File: config.mk
export PLATFORM = sky130hd
export DESIGN_NAME = par_serial_tx
export DESIGN_NICKNAME = d
export VERILOG_FILES = /design/src/rtl/par_serial_tx.sv
export SDC_FILE = /design/constraint.sdc
export NUM_CORES = 1
export LEC_CHECK = 0
export ABC_AREA = 1
export CORE_MARGIN = 5
export CORE_UTILIZATION = 46
export DETAILED_ROUTE_END_ITERATION = 8
export MAX_ROUTING_LAYER = met4
export PLACE_DENSITY = 0.8
export SYNTH_ARGS = -nofsm -noshare
export SYNTH_HDL_FRONTEND = slang
export SYNTH_SLANG_ARGS = --single-unit
File: constraint.sdc
create_clock -name clk16f -period 1.65 [get_ports clk16f]
set_clock_uncertainty 0.05 [all_clocks]
set_input_delay 0.33 -clock clk16f [delete_from_list [all_inputs] [get_ports clk16f]]
set_output_delay 0.33 -clock clk16f [all_outputs]
set_load 0.1 [all_outputs]
File: src/rtl/par_serial_tx.sv
// Parallel-to-serial transmitter: MSB-first shift-out with idle-word sync preamble and gap fill.
// state | meaning:  SYNC | idle words only, counting the alignment preamble;  RUN | data words accepted on load edges
module par_serial_tx #(
    parameter int                DATA_W     = 8,
    parameter logic [DATA_W-1:0] IDLE_WORD  = 8'hBC,
    parameter int                SYNC_WORDS = 4
) (
    input  logic              clk16f,
    input  logic              reset,
    input  logic [DATA_W-1:0] data_in,
    input  logic              valid_in,
    output logic              ready_out,
    output logic              data_out,
    output logic              frame_start,
    output logic              active,
    output logic              sync_done
);

    localparam int BC_W = $clog2(DATA_W);
    localparam int SC_W = (SYNC_WORDS > 1) ? $clog2(SYNC_WORDS) : 1;
    localparam logic [BC_W-1:0] BIT_LAST  = BC_W'(DATA_W - 1);
    localparam logic [SC_W-1:0] SYNC_LAST = SC_W'(SYNC_WORDS - 1);

    typedef enum logic {
        S_SYNC = 1'b0,
        S_RUN  = 1'b1
    } state_t;

    state_t            r_state;
    state_t            w_state_nxt;
    logic [BC_W-1:0]   r_bit_cnt;
    logic [SC_W-1:0]   r_sync_cnt;
    logic [DATA_W-1:0] r_shift;
    logic              r_data_out;
    logic              r_frame_start;
    logic              r_active;
    logic              r_sync_done;

    logic              w_load;
    logic              w_take_data;
    logic              w_sync_last;
    logic [DATA_W-1:0] w_word;

    assign w_load      = (r_bit_cnt == BIT_LAST);
    assign w_take_data = (r_state == S_RUN) && valid_in;
    assign w_sync_last = (r_sync_cnt == SYNC_LAST);
    assign w_word      = w_take_data ? data_in : IDLE_WORD;

    always_ff @(posedge clk16f) begin
        if (reset) begin
            r_state <= S_SYNC;
        end else begin
            r_state <= w_state_nxt;
        end
    end

    always_comb begin
        w_state_nxt = r_state;
        case (r_state)
            S_SYNC:  if (w_load && w_sync_last) w_state_nxt = S_RUN;
            S_RUN:   w_state_nxt = S_RUN;
            default: w_state_nxt = S_SYNC;
        endcase
    end

    // Decoded from registers only so upstream never sees a path from valid_in.
    always_comb begin
        ready_out = 1'b0;
        if (r_state == S_RUN && w_load) begin
            ready_out = 1'b1;
        end
    end

    always_ff @(posedge clk16f) begin
        if (reset) begin
            r_bit_cnt     <= BIT_LAST;
            r_shift       <= '0;
            r_data_out    <= 1'b0;
            r_frame_start <= 1'b0;
            r_active      <= 1'b0;
        end else if (w_load) begin
            r_bit_cnt     <= '0;
            r_shift       <= {w_word[DATA_W-2:0], 1'b0};
            r_data_out    <= w_word[DATA_W-1];
            r_frame_start <= 1'b1;
            r_active      <= w_take_data;
        end else begin
            r_bit_cnt     <= r_bit_cnt + 1'b1;
            r_shift       <= {r_shift[DATA_W-2:0], 1'b0};
            r_data_out    <= r_shift[DATA_W-1];
            r_frame_start <= 1'b0;
        end
    end

    // Sync counter only advances on idle loads in SYNC; it is frozen once RUN is reached.
    always_ff @(posedge clk16f) begin
        if (reset) begin
            r_sync_cnt  <= '0;
            r_sync_done <= 1'b0;
        end else if (r_state == S_SYNC && w_load) begin
            if (w_sync_last) begin
                r_sync_done <= 1'b1;
            end else begin
                r_sync_cnt <= r_sync_cnt + 1'b1;
            end
        end
    end

    assign data_out    = r_data_out;
    assign frame_start = r_frame_start;
    assign active      = r_active;
    assign sync_done   = r_sync_done;

endmodule

==> run_summary.xml <==
<?xml version="1.0" encoding="UTF-8"?>
<metrics>
  <group name="setup_path">
    <metric name="worst-path-max-fanout" unit="">2</metric>
    <metric name="crit_required" unit="ps">1270</metric>
    <metric name="worst_setup_path_end_kind" unit="">output port</metric>
    <metric name="crit_path_start_kind" unit="">flip-flop</metric>
    <metric name="regToRegStartpoint" unit="">r_bit_cnt[0]</metric>
    <metric name="worstSetupPathType" unit="">flip-flop to output port</metric>
    <metric name="reg2reg_depth" unit="">8</metric>
    <metric name="crit_reg_reg_endpoint" unit="">r_shift[6]</metric>
    <metric name="worst_ep_arrival_time" unit="ps">1260</metric>
    <metric name="setup.reg_to_reg.worst_slack" unit="ps">200</metric>
  </group>
  <group name="logic_synthesis">
    <metric name="yosysSeqAreaShare" unit="">0.5084</metric>
    <metric name="postSynthNetCount" unit="">95</metric>
    <metric name="mappedNetlistArea" unit="sq um">669.4</metric>
    <metric name="yosys.cell_types.count" unit="">16</metric>
    <metric name="ys_ff_latch" unit="">17</metric>
    <metric name="synth_cells" unit="">80</metric>
    <metric name="avgSynthCellArea" unit="sq um">8.367</metric>
    <metric name="ys.warnings.count" unit="">0</metric>
  </group>
  <group name="power_and_ir_drop">
    <metric name="internal_power" unit="uW">725.9</metric>
    <metric name="pwr-share-clk" unit="">0.202</metric>
    <metric name="p_comb_frac" unit="">0.325</metric>
    <metric name="power.static_leakage" unit="uW">0.0004128</metric>
    <metric name="power_switching_share" unit="">0.3280</metric>
    <metric name="share_of_total_power_in_sequential_cells" unit="">0.473</metric>
    <metric name="ir_drop" unit="mV">0.7482</metric>
    <metric name="cellPowerDensity" unit="nW/um^2">1138</metric>
    <metric name="netSwitchingPower" unit="uW">354.4</metric>
  </group>
  <group name="clock_network">
    <metric name="post_cts_hold_buffer_count" unit="">0</metric>
    <metric name="cts_made_buffers" unit="">3</metric>
    <metric name="cts_root_cell" unit="">sky130_fd_sc_hd__clkbuf_4</metric>
    <metric name="number_of_buffers_between_clock_root_and_the_deepest_sink" unit="">2</metric>
    <metric name="clk-insertion-delay-late" unit="ps">290</metric>
    <metric name="h_tree_levels" unit="">1</metric>
    <metric name="clock_tree_from_tritoncts" unit="">yes</metric>
    <metric name="cts_sinks" unit="">17</metric>
    <metric name="clkSlewWorstSetupHoldPaths" unit="ps">90</metric>
  </group>
  <group name="finish">
    <metric name="layout.nets" unit="">115</metric>
    <metric name="fillerInstances" unit="">101</metric>
    <metric name="layout-drive-gt1-share" unit="">0.2121</metric>
    <metric name="area_growth" unit="%">41.87</metric>
    <metric name="antennaDiodeCount" unit="">0</metric>
    <metric name="post-route-cell-area" unit="sq um">949.7</metric>
  </group>
  <group name="worst_hold_path">
    <metric name="holdCritStartpoint" unit="">r_shift[6]</metric>
    <metric name="worst_hold_path.endpoint" unit="">r_shift[7]</metric>
    <metric name="whs_path_depth" unit="">2</metric>
    <metric name="worstHoldPathType" unit="">flip-flop to flip-flop</metric>
  </group>
  <group name="drt">
    <metric name="detailroute.via_count" unit="">544</metric>
    <metric name="wl" unit="um">1147</metric>
    <metric name="detail_route.first_pass.iterations" unit="">4</metric>
    <metric name="wire_per_inst" unit="um">10.06</metric>
    <metric name="drt_drc_violations_left" unit="">0</metric>
    <metric name="postRouteAntennaNets" unit="">0</metric>
    <metric name="vias_per_cell" unit="">4.772</metric>
    <metric name="drtIter0Drc" unit="">6</metric>
  </group>
  <group name="timing">
    <metric name="timing_hold_violations_final" unit="">0</metric>
    <metric name="holdWs" unit="ps">404.6</metric>
    <metric name="maxSlewViolCount" unit="">0</metric>
    <metric name="worst_slew_pin_slew" unit="ps">201.9</metric>
    <metric name="slew_headroom" unit="">0.8652</metric>
    <metric name="timing.final.crit_share" unit="">0.9943</metric>
    <metric name="finalCriticalPeriod" unit="ps">1641</metric>
    <metric name="max_freq" unit="MHz">609.5</metric>
    <metric name="unrepaired_setup_endpoints_after_global_routing" unit="">yes</metric>
    <metric name="timing.final.setup_violations" unit="">0</metric>
  </group>
  <group name="die">
    <metric name="initial_utilization" unit="">0.5019</metric>
    <metric name="boundaryPins" unit="">16</metric>
    <metric name="dieHeight" unit="um">48.15</metric>
    <metric name="num_rows" unit="">13</metric>
    <metric name="die-area" unit="sq um">2318</metric>
    <metric name="area_of_the_core" unit="sq um">1334</metric>
    <metric name="die_x_extent" unit="um">48.15</metric>
  </group>
  <group name="placement">
    <metric name="globalplace.congestion" unit="">0.7244</metric>
    <metric name="placedInstanceArea" unit="sq um">888.4</metric>
    <metric name="placement.io_buffers" unit="">15</metric>
    <metric name="dp_hpwl" unit="um">899.7</metric>
  </group>
  <group name="global_route">
    <metric name="grt_first_pass_wirelength" unit="um">1863</metric>
    <metric name="grt.total_usage" unit="">0.1222</metric>
    <metric name="grt_pass1_vias" unit="">466</metric>
    <metric name="maximum_number_of_pins_on_one_net_before_global_route_repair" unit="">15</metric>
    <metric name="initial_antenna_violation_count" unit="">0</metric>
    <metric name="grt_overflow" unit="">0</metric>
  </group>
  <group name="outcome">
    <metric name="run_status" unit="">finished, final reports clean</metric>
  </group>
  <group name="job">
    <metric name="drv.max_cap_violation_count" unit="">0</metric>
  </group>
</metrics>
-- power groups by stage --
stage | Clock (uW) | Sequential, uW | Combinational, uW
finish | 219 | 511 | 351
CTS | 220 | 509 | 356
global route | 244 | 515 | 387
global placement | 0 | 510 | 323
floorplan | 0 | 572 | 165
detailed placement | 0 | 511 | 330
-- worst max-delay path, stage by stage, from the launching register on --
cell	delay, ps
sky130_fd_sc_hd__dfxtp_2	350
sky130_fd_sc_hd__ha_4	160
sky130_fd_sc_hd__ha_4	160
sky130_fd_sc_hd__nand2_4	60
sky130_fd_sc_hd__clkinvlp_4	80
sky130_fd_sc_hd__buf_12	160
-- logic make-up after synthesis --
group	synth area share
AND/OR/NAND/NOR	0.2617
adder cells (fa/ha/maj)	0.07477
buffers and inverters	0.09533
AO/OA/AOI/OAI	0.05980
flip-flops	0.5084
-- cell type report --
| class | count | area, sq um | share of cell area |
|---|---|---|---|
| clock buffers | 4 | 26.28 | 0.02767 |
| inverters | 12 | 48.80 | 0.05138 |
| multi-input cells | 49 | 297.8 | 0.3136 |
| repair buffers | 17 | 215.2 | 0.2266 |
| flip-flops and latches | 17 | 342.8 | 0.3610 |
| well taps | 15 | 18.77 | 0.01976 |
-- state kept, by name, indices dropped and copies added (netlist names) --
signal and cells:
r_state 1, r_shift 7, sync_done 1, data_out 1, r_bit_cnt 3, frame_start 1, active 1, r_sync_cnt 2
-- per-stage QoR --
step / total power (uW) / setup WS [ps] / TNS, ps / instances / util
after floorplan: 736.7 / 29.04 / 0 / 80 / -
after global placement: 833.3 / 214.9 / 0 / 109 / 0.6660
after detailed placement: 841.1 / 169.6 / 0 / 109 / 0.6660
after CTS: 1085 / 0.6296 / 0 / 114 / 0.7111
after global routing: 1147 / -46.38 / -46.38 / 114 / 0.7120
final: 1080 / 9.346 / 0 / 114 / 0.7120
-- cells in the final DEF, fill, tap and decap left out, types with 3 or more instances in the layout --
cell	count
sky130_fd_sc_hd__clkdlybuf4s50_1	10
sky130_fd_sc_hd__clkbuf_4	3
sky130_fd_sc_hd__inv_1	10
sky130_fd_sc_hd__nand2_1	10
sky130_fd_sc_hd__buf_12	5
sky130_fd_sc_hd__o21ai_0	5
sky130_fd_sc_hd__nor2_1	15
sky130_fd_sc_hd__nand3_1	6
sky130_fd_sc_hd__dfxtp_1	15
-- worst max-delay path by stage --
stage | endpoint | slack [ps] | start
floorplan | ready_out | 30 | r_bit_cnt[0]
global placement | ready_out | 210 | r_bit_cnt[0]
detailed placement | r_shift[6] | 170 | r_bit_cnt[0]
CTS | ready_out | 0.6 | r_bit_cnt[0]
global route | ready_out | -50 | r_bit_cnt[0]
finish | ready_out | 9 | r_bit_cnt[0]
-- cell usage after synthesis (all sizes together) --
cell | number | area share
a21oi | 2 | 0.015
buf | 2 | 0.028
dfxtp | 17 | 0.51
ha | 4 | 0.075
inv | 12 | 0.067
nand2 | 11 | 0.062
nand3 | 7 | 0.071
nand4 | 1 | 0.0094
nor2 | 16 | 0.10
o21ai | 6 | 0.045
or2 | 2 | 0.019
-- routing by layer --
layer / wire length, um / global-route usage
met1: 544 / 0.1689
met2: 512 / 0.1589
met3: 74 / 0.03321
met4: 14 / 0.06452
met5: 0 / -
-- repair_timing --
item                                    in CTS  in global routing
setup buffers                                1                  0
resized for setup                            4                  1
pin swaps                                    0                  1
endpoints found under the setup margin       1                  1
hold endpoints to repair                     0                  0
Note: power is estimated with default switching activity, not from simulation.
